`src/rtl/dm_mbox_slv_if.sv`:
```
// DM slave bus plus host byte-stream ports of the dm_mbox_slv mailbox.
// Signal prefixes are from the slave's point of view.
interface dm_mbox_slv_if;
   logic        i_sel;
   logic [15:0] i_ramadr;
   logic [7:0]  i_ramdout;
   logic        i_ramre;
   logic        i_ramwe;
   logic        o_out_en;
   logic        o_wait;
   logic [7:0]  o_ramdin;
   logic [7:0]  i_host_rx_data;
   logic        i_host_rx_valid;
   logic        o_host_rx_ready;
   logic [7:0]  o_host_tx_data;
   logic        o_host_tx_valid;
   logic        i_host_tx_ready;
   logic        o_irq;

   modport slave (
      input  i_sel, i_ramadr, i_ramdout, i_ramre, i_ramwe,
      input  i_host_rx_data, i_host_rx_valid, i_host_tx_ready,
      output o_out_en, o_wait, o_ramdin,
      output o_host_rx_ready, o_host_tx_data, o_host_tx_valid, o_irq
   );

   modport master (
      output i_sel, i_ramadr, i_ramdout, i_ramre, i_ramwe,
      output i_host_rx_data, i_host_rx_valid, i_host_tx_ready,
      input  o_out_en, o_wait, o_ramdin,
      input  o_host_rx_ready, o_host_tx_data, o_host_tx_valid, o_irq
   );
endinterface

```
`src/rtl/dm_mbox_slv.sv`:
```
// AVR DM-bus mailbox slave: RX/TX byte FIFOs to a host port, 4-byte register window.
// Define DM_MBOX_IRQ_EN to implement CTRL interrupt enables and the registered irq output.
module dm_mbox_slv #(
   parameter logic [15:0] base_adr        = 16'h1000,
   parameter int unsigned fifo_depth_log2 = 4,
   parameter int unsigned rd_ws           = 1
) (
   input logic          i_cp2,
   input logic          i_ireset,
   dm_mbox_slv_if.slave bus
);

   localparam int unsigned DEPTH = 1 << fifo_depth_log2;
   localparam int unsigned CNT_W = fifo_depth_log2 + 1;
   localparam int unsigned PTR_W = fifo_depth_log2;
   localparam logic [CNT_W-1:0] FULL_CNT = CNT_W'(DEPTH);
   localparam logic [CNT_W-1:0] CNT_ONE  = CNT_W'(1);
   localparam logic [PTR_W-1:0] PTR_ONE  = PTR_W'(1);

   typedef enum logic [1:0] {
      REG_DATA   = 2'd0,
      REG_STATUS = 2'd1,
      REG_CTRL   = 2'd2,
      REG_RXCNT  = 2'd3
   } reg_e;

   logic             w_hit, w_rd_hit, w_wr_hit, w_wait, w_rd_done;
   reg_e             w_reg;
   logic             w_ctrl_wr, w_rx_flush, w_tx_flush;
   logic             w_rx_push, w_rx_pop, w_tx_push, w_tx_pop;
   logic             w_rx_nempty, w_rx_full, w_tx_nempty, w_tx_full;
   logic             w_rx_ie, w_txe_ie;
   logic [7:0]       w_rdata;

   logic [2:0]       r_ws_cnt;
   logic [7:0]       r_rx_mem [DEPTH];
   logic [7:0]       r_tx_mem [DEPTH];
   logic [PTR_W-1:0] r_rx_wptr, r_rx_rptr, r_tx_wptr, r_tx_rptr;
   logic [CNT_W-1:0] r_rx_cnt, r_tx_cnt;
   logic             r_rx_unf, r_tx_ovf;

   assign w_hit     = bus.i_sel & (bus.i_ramadr[15:2] == base_adr[15:2]);
   assign w_reg     = reg_e'(bus.i_ramadr[1:0]);
   assign w_rd_hit  = bus.i_ramre & w_hit;
   assign w_wr_hit  = bus.i_ramwe & w_hit;
   assign w_wait    = w_rd_hit & (w_reg == REG_DATA) & (r_ws_cnt != 3'(rd_ws));
   assign w_rd_done = w_rd_hit & ~w_wait;

   assign w_rx_nempty = (r_rx_cnt != '0);
   assign w_rx_full   = (r_rx_cnt == FULL_CNT);
   assign w_tx_nempty = (r_tx_cnt != '0);
   assign w_tx_full   = (r_tx_cnt == FULL_CNT);

   assign w_ctrl_wr  = w_wr_hit & (w_reg == REG_CTRL);
   assign w_rx_flush = w_ctrl_wr & bus.i_ramdout[6];
   assign w_tx_flush = w_ctrl_wr & bus.i_ramdout[7];

   assign w_rx_push = bus.i_host_rx_valid & ~w_rx_full;
   assign w_rx_pop  = w_rd_done & (w_reg == REG_DATA) & w_rx_nempty;
   assign w_tx_push = w_wr_hit & (w_reg == REG_DATA) & ~w_tx_full;
   assign w_tx_pop  = w_tx_nempty & bus.i_host_tx_ready;

   // NOTE: sequential state uses non-blocking assignments so every register samples pre-edge values.
   always_ff @(posedge i_cp2) begin
      if (i_ireset)    r_ws_cnt <= '0;
      else if (w_wait) r_ws_cnt <= r_ws_cnt + 3'd1;
      else             r_ws_cnt <= '0;
   end

   // Flush has priority over any push or pop in the same cycle.
   always_ff @(posedge i_cp2) begin
      if (i_ireset || w_rx_flush) begin
         r_rx_wptr <= '0;
         r_rx_rptr <= '0;
         r_rx_cnt  <= '0;
      end else begin
         if (w_rx_push) r_rx_wptr <= r_rx_wptr + PTR_ONE;
         if (w_rx_pop)  r_rx_rptr <= r_rx_rptr + PTR_ONE;
         if (w_rx_push && !w_rx_pop)      r_rx_cnt <= r_rx_cnt + CNT_ONE;
         else if (!w_rx_push && w_rx_pop) r_rx_cnt <= r_rx_cnt - CNT_ONE;
      end
   end

   always_ff @(posedge i_cp2) begin
      if (i_ireset || w_tx_flush) begin
         r_tx_wptr <= '0;
         r_tx_rptr <= '0;
         r_tx_cnt  <= '0;
      end else begin
         if (w_tx_push) r_tx_wptr <= r_tx_wptr + PTR_ONE;
         if (w_tx_pop)  r_tx_rptr <= r_tx_rptr + PTR_ONE;
         if (w_tx_push && !w_tx_pop)      r_tx_cnt <= r_tx_cnt + CNT_ONE;
         else if (!w_tx_push && w_tx_pop) r_tx_cnt <= r_tx_cnt - CNT_ONE;
      end
   end

   // NOTE: storage arrays carry no reset; counts and pointers alone define validity.
   always_ff @(posedge i_cp2) begin
      if (w_rx_push) r_rx_mem[r_rx_wptr] <= bus.i_host_rx_data;
      if (w_tx_push) r_tx_mem[r_tx_wptr] <= bus.i_ramdout;
   end

   // A new error event in the same cycle as its W1C write keeps the flag set.
   always_ff @(posedge i_cp2) begin
      if (i_ireset) begin
         r_rx_unf <= 1'b0;
         r_tx_ovf <= 1'b0;
      end else begin
         if (w_wr_hit && w_reg == REG_STATUS && bus.i_ramdout[4]) r_rx_unf <= 1'b0;
         if (w_wr_hit && w_reg == REG_STATUS && bus.i_ramdout[5]) r_tx_ovf <= 1'b0;
         if (w_rd_done && w_reg == REG_DATA && !w_rx_nempty)      r_rx_unf <= 1'b1;
         if (w_wr_hit && w_reg == REG_DATA && w_tx_full)          r_tx_ovf <= 1'b1;
      end
   end

`ifdef DM_MBOX_IRQ_EN
   logic r_rx_ie, r_txe_ie, r_irq;

   always_ff @(posedge i_cp2) begin
      if (i_ireset) begin
         r_rx_ie  <= 1'b0;
         r_txe_ie <= 1'b0;
         r_irq    <= 1'b0;
      end else begin
         if (w_ctrl_wr) begin
            r_rx_ie  <= bus.i_ramdout[0];
            r_txe_ie <= bus.i_ramdout[1];
         end
         r_irq <= (r_rx_ie & w_rx_nempty) | (r_txe_ie & ~w_tx_nempty);
      end
   end

   assign w_rx_ie   = r_rx_ie;
   assign w_txe_ie  = r_txe_ie;
   assign bus.o_irq = r_irq;
`else
   assign w_rx_ie   = 1'b0;
   assign w_txe_ie  = 1'b0;
   assign bus.o_irq = 1'b0;
`endif

   // NOTE: always_comb assigns a default first so no path can infer a latch.
   always_comb begin
      w_rdata = 8'h00;
      if (w_rd_hit) begin
         case (w_reg)
            REG_DATA:   w_rdata = w_rx_nempty ? r_rx_mem[r_rx_rptr] : 8'h00;
            REG_STATUS: w_rdata = {2'b00, r_tx_ovf, r_rx_unf,
                                   w_tx_full, w_tx_nempty, w_rx_full, w_rx_nempty};
            REG_CTRL:   w_rdata = {6'b000000, w_txe_ie, w_rx_ie};
            REG_RXCNT:  w_rdata = 8'(r_rx_cnt);
            default:    w_rdata = 8'h00;
         endcase
      end
   end

   assign bus.o_out_en        = w_rd_hit;
   assign bus.o_wait          = w_wait;
   assign bus.o_ramdin        = w_rdata;
   assign bus.o_host_rx_ready = ~w_rx_full;
   assign bus.o_host_tx_valid = w_tx_nempty;
   assign bus.o_host_tx_data  = w_tx_nempty ? r_tx_mem[r_tx_rptr] : 8'h00;

endmodule
```
`src/flat_wrapper.sv`:
```
// flat-port wrapper written by rule: the top's interface ports become plain ports
module dm_mbox_slv_flat 
#(
   parameter logic [15:0] base_adr        = 16'h1000,
   parameter int unsigned fifo_depth_log2 = 4,
   parameter int unsigned rd_ws           = 1
)
  (i_cp2, i_ireset, bus_i_sel, bus_i_ramadr, bus_i_ramdout, bus_i_ramre, bus_i_ramwe, bus_i_host_rx_data, bus_i_host_rx_valid, bus_i_host_tx_ready, bus_o_out_en, bus_o_wait, bus_o_ramdin, bus_o_host_rx_ready, bus_o_host_tx_data, bus_o_host_tx_valid, bus_o_irq);
  dm_mbox_slv_if bus_i ();
  input logic i_cp2;
  input logic i_ireset;
  input wire logic [$bits(bus_i.i_sel)-1:0] bus_i_sel;
  input wire logic [$bits(bus_i.i_ramadr)-1:0] bus_i_ramadr;
  input wire logic [$bits(bus_i.i_ramdout)-1:0] bus_i_ramdout;
  input wire logic [$bits(bus_i.i_ramre)-1:0] bus_i_ramre;
  input wire logic [$bits(bus_i.i_ramwe)-1:0] bus_i_ramwe;
  input wire logic [$bits(bus_i.i_host_rx_data)-1:0] bus_i_host_rx_data;
  input wire logic [$bits(bus_i.i_host_rx_valid)-1:0] bus_i_host_rx_valid;
  input wire logic [$bits(bus_i.i_host_tx_ready)-1:0] bus_i_host_tx_ready;
  output wire logic [$bits(bus_i.o_out_en)-1:0] bus_o_out_en;
  output wire logic [$bits(bus_i.o_wait)-1:0] bus_o_wait;
  output wire logic [$bits(bus_i.o_ramdin)-1:0] bus_o_ramdin;
  output wire logic [$bits(bus_i.o_host_rx_ready)-1:0] bus_o_host_rx_ready;
  output wire logic [$bits(bus_i.o_host_tx_data)-1:0] bus_o_host_tx_data;
  output wire logic [$bits(bus_i.o_host_tx_valid)-1:0] bus_o_host_tx_valid;
  output wire logic [$bits(bus_i.o_irq)-1:0] bus_o_irq;
  assign bus_i.i_sel = bus_i_sel;
  assign bus_i.i_ramadr = bus_i_ramadr;
  assign bus_i.i_ramdout = bus_i_ramdout;
  assign bus_i.i_ramre = bus_i_ramre;
  assign bus_i.i_ramwe = bus_i_ramwe;
  assign bus_i.i_host_rx_data = bus_i_host_rx_data;
  assign bus_i.i_host_rx_valid = bus_i_host_rx_valid;
  assign bus_i.i_host_tx_ready = bus_i_host_tx_ready;
  assign bus_o_out_en = bus_i.o_out_en;
  assign bus_o_wait = bus_i.o_wait;
  assign bus_o_ramdin = bus_i.o_ramdin;
  assign bus_o_host_rx_ready = bus_i.o_host_rx_ready;
  assign bus_o_host_tx_data = bus_i.o_host_tx_data;
  assign bus_o_host_tx_valid = bus_i.o_host_tx_valid;
  assign bus_o_irq = bus_i.o_irq;
  dm_mbox_slv #(.base_adr(base_adr), .fifo_depth_log2(fifo_depth_log2), .rd_ws(rd_ws)) u_core (.i_cp2(i_cp2), .i_ireset(i_ireset), .bus(bus_i));
endmodule
```
`config.mk`:
```
export PLATFORM = sky130hd
export DESIGN_NAME = dm_mbox_slv_flat
export DESIGN_NICKNAME = d
export VERILOG_FILES = /design/src/rtl/dm_mbox_slv_if.sv /design/src/rtl/dm_mbox_slv.sv /design/src/flat_wrapper.sv
export SDC_FILE = /design/constraint.sdc
export NUM_CORES = 1
export LEC_CHECK = 0
export BUFFER_PORTS_ARGS = -buffer_cell sky130_fd_sc_hd__buf_2
export CORE_MARGIN = 10
export CORE_UTILIZATION = 55
export DETAILED_ROUTE_END_ITERATION = 6
export PLACE_DENSITY = 0.84
export SYNTH_ARGS = -nofsm -noshare
export SYNTH_HDL_FRONTEND = slang
export SYNTH_SLANG_ARGS = --single-unit
```
`constraint.sdc`:
```
create_clock -name i_cp2 -period 4.8 [get_ports i_cp2]
set_clock_uncertainty 0.2 [all_clocks]
set_input_delay 0.48 -clock i_cp2 [delete_from_list [all_inputs] [get_ports i_cp2]]
set_output_delay 0.48 -clock i_cp2 [all_outputs]
set_load 0.02 [all_outputs]
```
# Word-level counts from Yosys, hierarchy flattened
# Memory sizes are Yosys's and may differ from the RTL's. A register that Yosys moved wholly into a read port is not among the register bits.
# Index checks and enable logic that the tools add are counted.
# op_classes
n_mux	20
n_eq_ne	7
addsub	9
n_bitwise	18
reduce_logical	26
# ops
operator	n
8-bit one-hot mux with 4 select lines	1
8-bit 2-to-1 mux	3
5-bit 2-to-1 mux	4
4-bit by 1-bit adder with 4-bit output, second input constant	4
4-bit 2-to-1 mux	4
1-bit bitwise AND	15
14-bit by 11-bit == test with 1-bit output, second input constant	1
1-bit logical AND	11
5-bit by 1-bit adder with 5-bit output, second input constant	2
5-bit == test, second input constant	2
5-bit nonzero test	2
5-bit by 1-bit subtractor with 5-bit output, second input constant	2
1-bit 2-to-1 mux	8
2-bit nonzero test	4
1-bit zero test	5
2-bit == test, second input constant	2
3-bit by 1-bit adder with 3-bit output, second input constant	1
3-bit by 1-bit inequality test with 1-bit output, second input constant	1
1-bit inverter	3
2-bit by 1-bit == test with 1-bit output, second input constant	1
2-bit zero test	1
1-bit logical OR	2
2-bit OR reduction	1
# totals
mem_count	2
output_inout_bits	21
ramBits	256
inputBits	39
register_bits	31
elab_cells	91
# mem_list
name	words	word_bits	rd	rd_clocked_by_memory_dff	write_ports	line_no	source
u_core.r_rx_mem	16	8	1	1	1	dm_mbox_slv.sv:36	logic [7:0] r_rx_mem [DEPTH];
u_core.r_tx_mem	16	8	1	1	1	dm_mbox_slv.sv:37	logic [7:0] r_tx_mem [DEPTH];

# Logic depth before layout (Yosys ltp)
# logic_depth
ltp_word	12
depth_mapped	13
depth_no_buf	13

# Least setup slack after synthesis
# OpenSTA, ideal clock, no wires.
# synth_path
path_type	input to register
startpoint	input bus_i_ramadr[15]
endpoint	register u_core.r_rx_cnt[4]
setup_time_ns	0.070
n_path_buf	1
t_required_ns	4.530
slack_ns	0.975
arrival_ns	3.555
path_stages	13
cell_sequence	or4b_1 > or4_1 > buf_2 > nor4_4 > inv_2 > ha_1 > inv_1 > ha_1 > a21o_1 > a21oi_1 > xnor2_1 > or3_1 > a21oi_1
# synth_between
elab_chain_cells	12
word_cells_on_any_way	18
classes_between	1 x eq/ne; 1 x mux; 11 x bitwise; 5 x reduce/logical
# synth_lines
element	line_no	source
from (decl)	flat_wrapper.sv:13	input wire logic [$bits(bus_i.i_ramadr)-1:0] bus_i_ramadr;
14-bit by 11-bit == test with 1-bit output *	dm_mbox_slv.sv:42	assign w_hit = bus.i_sel & (bus.i_ramadr[15:2] == base_adr[15:2]);
1-bit bitwise AND *	dm_mbox_slv.sv:42	
1-bit bitwise AND	dm_mbox_slv.sv:44	assign w_rd_hit = bus.i_ramre & w_hit;
1-bit bitwise AND (2 in series)	dm_mbox_slv.sv:46	assign w_wait = w_rd_hit & (w_reg == REG_DATA) & (r_ws_cnt != 3'(rd_ws));
1-bit inverter	dm_mbox_slv.sv:47	assign w_rd_done = w_rd_hit & ~w_wait;
1-bit bitwise AND	dm_mbox_slv.sv:47	
1-bit bitwise AND (2 in series)	dm_mbox_slv.sv:59	assign w_rx_pop = w_rd_done & (w_reg == REG_DATA) & w_rx_nempty;
1-bit zero test	dm_mbox_slv.sv:79	if (w_rx_push && !w_rx_pop) r_rx_cnt <= r_rx_cnt + CNT_ONE;
1-bit logical AND	dm_mbox_slv.sv:79	
5-bit 2-to-1 mux or 2-bit nonzero test (tied branches)	-	
to (signal assigned)	dm_mbox_slv.sv:79	
to (signal assigned)	dm_mbox_slv.sv:80	else if (!w_rx_push && w_rx_pop) r_rx_cnt <= r_rx_cnt - CNT_ONE;
to (decl)	dm_mbox_slv.sv:39	logic [CNT_W-1:0] r_rx_cnt, r_tx_cnt;
# Every way passes the cells marked *; elsewhere a longest branch is shown, timed or not.
# A chain may end at the register's enable or synchronous reset.

# Worst setup path after layout
# layout_path
startpoint	register u_core.r_tx_cnt[0]
endpoint	register u_core.r_tx_cnt[4]
# layout_between
elab_chain_cells	6
word_cells_on_any_way	14
classes_between	2 x add/sub; 1 x eq/ne; 2 x mux; 3 x bitwise; 6 x reduce/logical
# layout_lines
element	line_no	source
from (decl)	dm_mbox_slv.sv:39	
from (signal assigned)	dm_mbox_slv.sv:92	if (w_tx_push && !w_tx_pop) r_tx_cnt <= r_tx_cnt + CNT_ONE;
from (signal assigned)	dm_mbox_slv.sv:93	else if (!w_tx_push && w_tx_pop) r_tx_cnt <= r_tx_cnt - CNT_ONE;
branches (longest 6 deep; another with 5-bit by 1-bit subtractor with 5-bit output)	-	
# Parallel ways; which one is timed is not known. The select of a mux whose other input is x is not followed.

==> summary.md <==
| Metric | Value |
|---|---|
| Rel. slew slack | `0.220` |
| CP Capture Type | `flop` |
| Die Ht | `168 um` |
| Vias per cell | `6.17` |
| Critical path arrival | `4.15 ns` |
| Initial antenna violation count | `0` |
| Crit Path Class | `reg -> reg` |
| Netlist Area Pre-Place | `between 0.01 and 0.015 mm^2` |
| Share of the synthesized area in the top cell type | `0.641` |
| Clk_lat worst skew | `0.53 ns` |
| Resized cells post-CTS | `0` |
| DR pass1 iterations | `5` |
| Clock transition at path regs | `approximately 0.06 ns` |
| Fin crit share | `0.808` |
| Nets@finish | `810` |
| GPL Wtd Cong | `0.871` |
| Port-buffer cells | `58` |
| Cells on Worst Hold Path | `2` |
| Seq/Total Area, Yosys | `0.706` |
| Post-route antenna net violation count | `0` |
| Warnings, synthesis | `0` |
| Hold Fails Final Rpt | `0` |
| # H-tree levels | `1` |
| Ys async rst share | `0` |
| Largest net degree at the start of global routing | `33` |
| Rows | `53` |
| Die span in x | `168 um` |
| CP max FO | `12` |
| ANT cells | `0` |
| Mapped Cells | `680` |
| Clk sinks | `295` |
| Setup TNS | `0 ns` |
| Initial core utilization | `0.565` |
| Post-DP HPWL | `16.4 mm` |
| First-pass GRT wire length | `38.8 mm` |
| Mean Syn Cell Area | `between 15 and 20 um^2` |
| Cell Pwr Density | `453 mW/mm^2` |
| Syn Nets | `741` |
| Full die area | `0.0281 mm^2` |
| Total chip power | `0.00610 W` |
| Final WL | `25.1 mm` |
| Status | `finished, final reports clean` |
| Primary FF master, synth | `edfxtp_1` |
| Share of layout cells above drive strength 1 | `0.248` |
| Period minus WS final | `3.88 ns` |
| Slew Viols, Final | `0` |
| DRC | `0` |
| Fmax | `258 MHz` |
| CTS tree | `done` |
| Synthesis-to-finish area growth | `12.3%` |
| Register bit count reported by yosys | `295` |
| Min-delay worst type | `in -> reg` |
| Worst Max-Slew Pin Slew | `1.17 ns` |
| Vias in the first global route | `6721` |
| RSZ-0062 raised after global routing | `false` |
| Area of the multi-input gates | `0.00333 mm^2` |
| Total global-route track usage | `0.174` |
| Final setup violation count | `0` |
| Cell type with the largest total area after synthesis | `edfxtp_1` |
| Startpoint Class | `flop` |
| Max capacitance violation total | `0` |
| WL/cell | `between 20 and 25 um` |
| Initial detailed-routing violation count | `709` |
| Leakage | `between 4 and 5 nW` |
| Peak supply drop | `0.000359 V` |
| Area contributors post-synth | `edfxtp_1, mux4_2, dfxtp_1` |
| FF+latch area | `0.00847 mm^2` |
| FF-to-FF path depth | `11` |
| Worst EP required | `roughly 5.1 ns` |
| Clock root buffer | `clkbuf_16` |
| Layout fillers | `1444` |
| GRT overflow | `0` |
| # IOs | `60` |
| CTS Buf Count | `28` |
| Vias | `approximately 6.4k` |
| CORE AREA | `0.0212 mm^2` |
| Max clock buf depth | `3` |
| Post-synth cell types | `53` |
| EDFF count, synth | `about 260` |
| Postcts setup bufs | `0` |
==> final cells by class <==
| class | instances | area share |
|---|---|---|
| multi-input cells | 335 | 0.248 |
| clock buffers | 39 | 0.0551 |
| well taps | 275 | 0.0256 |
| flip-flops and latches | 295 | 0.629 |
| inverters | 17 | 0.00474 |
| clock inverters | 12 | 0.00855 |
| repair buffers | 72 | 0.0295 |
==> synthesized netlist by cell type (2+ instances only) <==
cell        n
xnor2_1     8
nor3_1      9
a311oi_1    2
and3_1      4
o22ai_1     2
o21ai_0     7
ha_1       20
a21o_1      3
nand3b_1    2
a211oi_1    2
or4b_2      3
or4_1       2
mux4_2     73
fa_1        2
xor2_1      7
a31oi_1     3
and2_1      9
a21oi_1    22
o21a_1      2
nand2_1    23
clkbuf_1   18
nor2_1     60
inv_1      16
nor4_1      6
nor2b_1     9
buf_2       3
buf_1      11
a22oi_1     3
nand2b_1    9
mux2i_1     9
or4b_1      2
nand4_1     2
dfxtp_1    39
a21o_2      2
edfxtp_1  256
or3_1       6
nand3_1     8
==> flip-flops by register name, indices dropped and copies added, names as in the netlist, named ones only <==
register / flops
u_core.r_tx_wptr: 4
u_core.r_tx_mem: 128
u_core.r_rx_rptr: 4
u_core.r_rx_mem: 128
u_core.r_tx_ovf: 1
u_core.r_tx_cnt: 5
u_core.r_ws_cnt: 3
u_core.r_tx_rptr: 4
u_core.r_rx_wptr: 4
u_core.r_rx_cnt: 5
u_core.r_rx_unf: 1
==> repair_timing <==
action	in CTS	in global routing
endpoints found under the hold margin	2	0
setup endpoints to repair	0	0
hold buffers	1	0
==> critical path, cell delays in order (launching register included) <==
cell and delay [ns]:
dfxtp_1 0.34, nor4_1 0.62, nand2b_1 0.49, nand2_1 0.35
ha_1 0.29, inv_1 0.11, ha_1 0.32, nor2b_1 0.15
o21a_1 0.18, or3_1 0.31, a21oi_1 0.23, mux2i_1 0.20
==> final timing paths <==
kind	endpoint	slack [ns]	start
hold / removal	u_core.r_tx_ovf$_SDFFE_PP0P_	0.12	bus_i_ramadr[0]
setup reg to reg	u_core.r_tx_cnt[4]$_SDFFE_PP0P_	0.92	u_core.r_tx_cnt[0]$_SDFFE_PP0P_
hold reg to reg	u_core.r_ws_cnt[0]$_SDFF_PP0_	0.25	u_core.r_ws_cnt[0]$_SDFF_PP0_
setup / recovery	u_core.r_tx_cnt[4]$_SDFFE_PP0P_	0.92	u_core.r_tx_cnt[0]$_SDFFE_PP0P_
==> report_power, final <==
part           leakage (nW)  internal, W  total, W  switching (W)
clock                 0.408      0.00118   0.00207       0.000887
combinational          1.36     0.000479   0.00103       0.000551
sequential             2.62      0.00286   0.00299       0.000133
==> metal layers <==
metal,vias to the layer above,share of wire,track usage
met5,-,0,0
met4,0,0.023,0.0522
met3,52,0.060,0.0232
met2,277,0.54,0.309
met1,3299,0.38,0.217
li1,2818,-,-
==> cell usage in the layout (no fill, tap or decap), drive strengths merged, types with 17 or more instances in the layout <==
cell / instances
a21oi: 22
buf: 71
clkbuf: 39
dfxtp: 39
edfxtp: 256
ha: 20
inv: 17
mux4: 73
nand2: 23
nor2: 60
==> stage by stage <==
stage / hold slack (ns) / area, um^2 / setup WS (ns) / utilization / std cells
3_5_place_dp: 0.252 / 12600 / 0.598 / 0.594 / 993
2_1_floorplan: 0.221 / 12000 / 0.975 / - / 680
3_3_place_gp: 0.227 / 12600 / 0.740 / 0.594 / 993
6_report: 0.123 / 13500 / 0.922 / 0.635 / 1045
5_1_grt: 0.120 / 13500 / 0.755 / 0.635 / 1045
4_1_cts: 0.102 / 13500 / 0.891 / 0.635 / 1045
==> kinds of logic (layout without fill, tap and decap cells) <==
| kind of cell | after synthesis | after routing | synth area share |
|---|---|---|---|
| flip-flops | 295 | 295 | 0.706 |
| AND/OR/NAND/NOR | 160 | 160 | 0.0686 |
| other | 1 | 1 | 0.000313 |
| adder cells (fa/ha/maj) | 22 | 22 | 0.0242 |
| multiplexers | 83 | 83 | 0.145 |
| AO/OA/AOI/OAI | 54 | 54 | 0.0283 |
| buffers and inverters | 50 | 140 | 0.0163 |
| XOR/XNOR | 15 | 15 | 0.0110 |
Power figures use the tool's default switching activity.
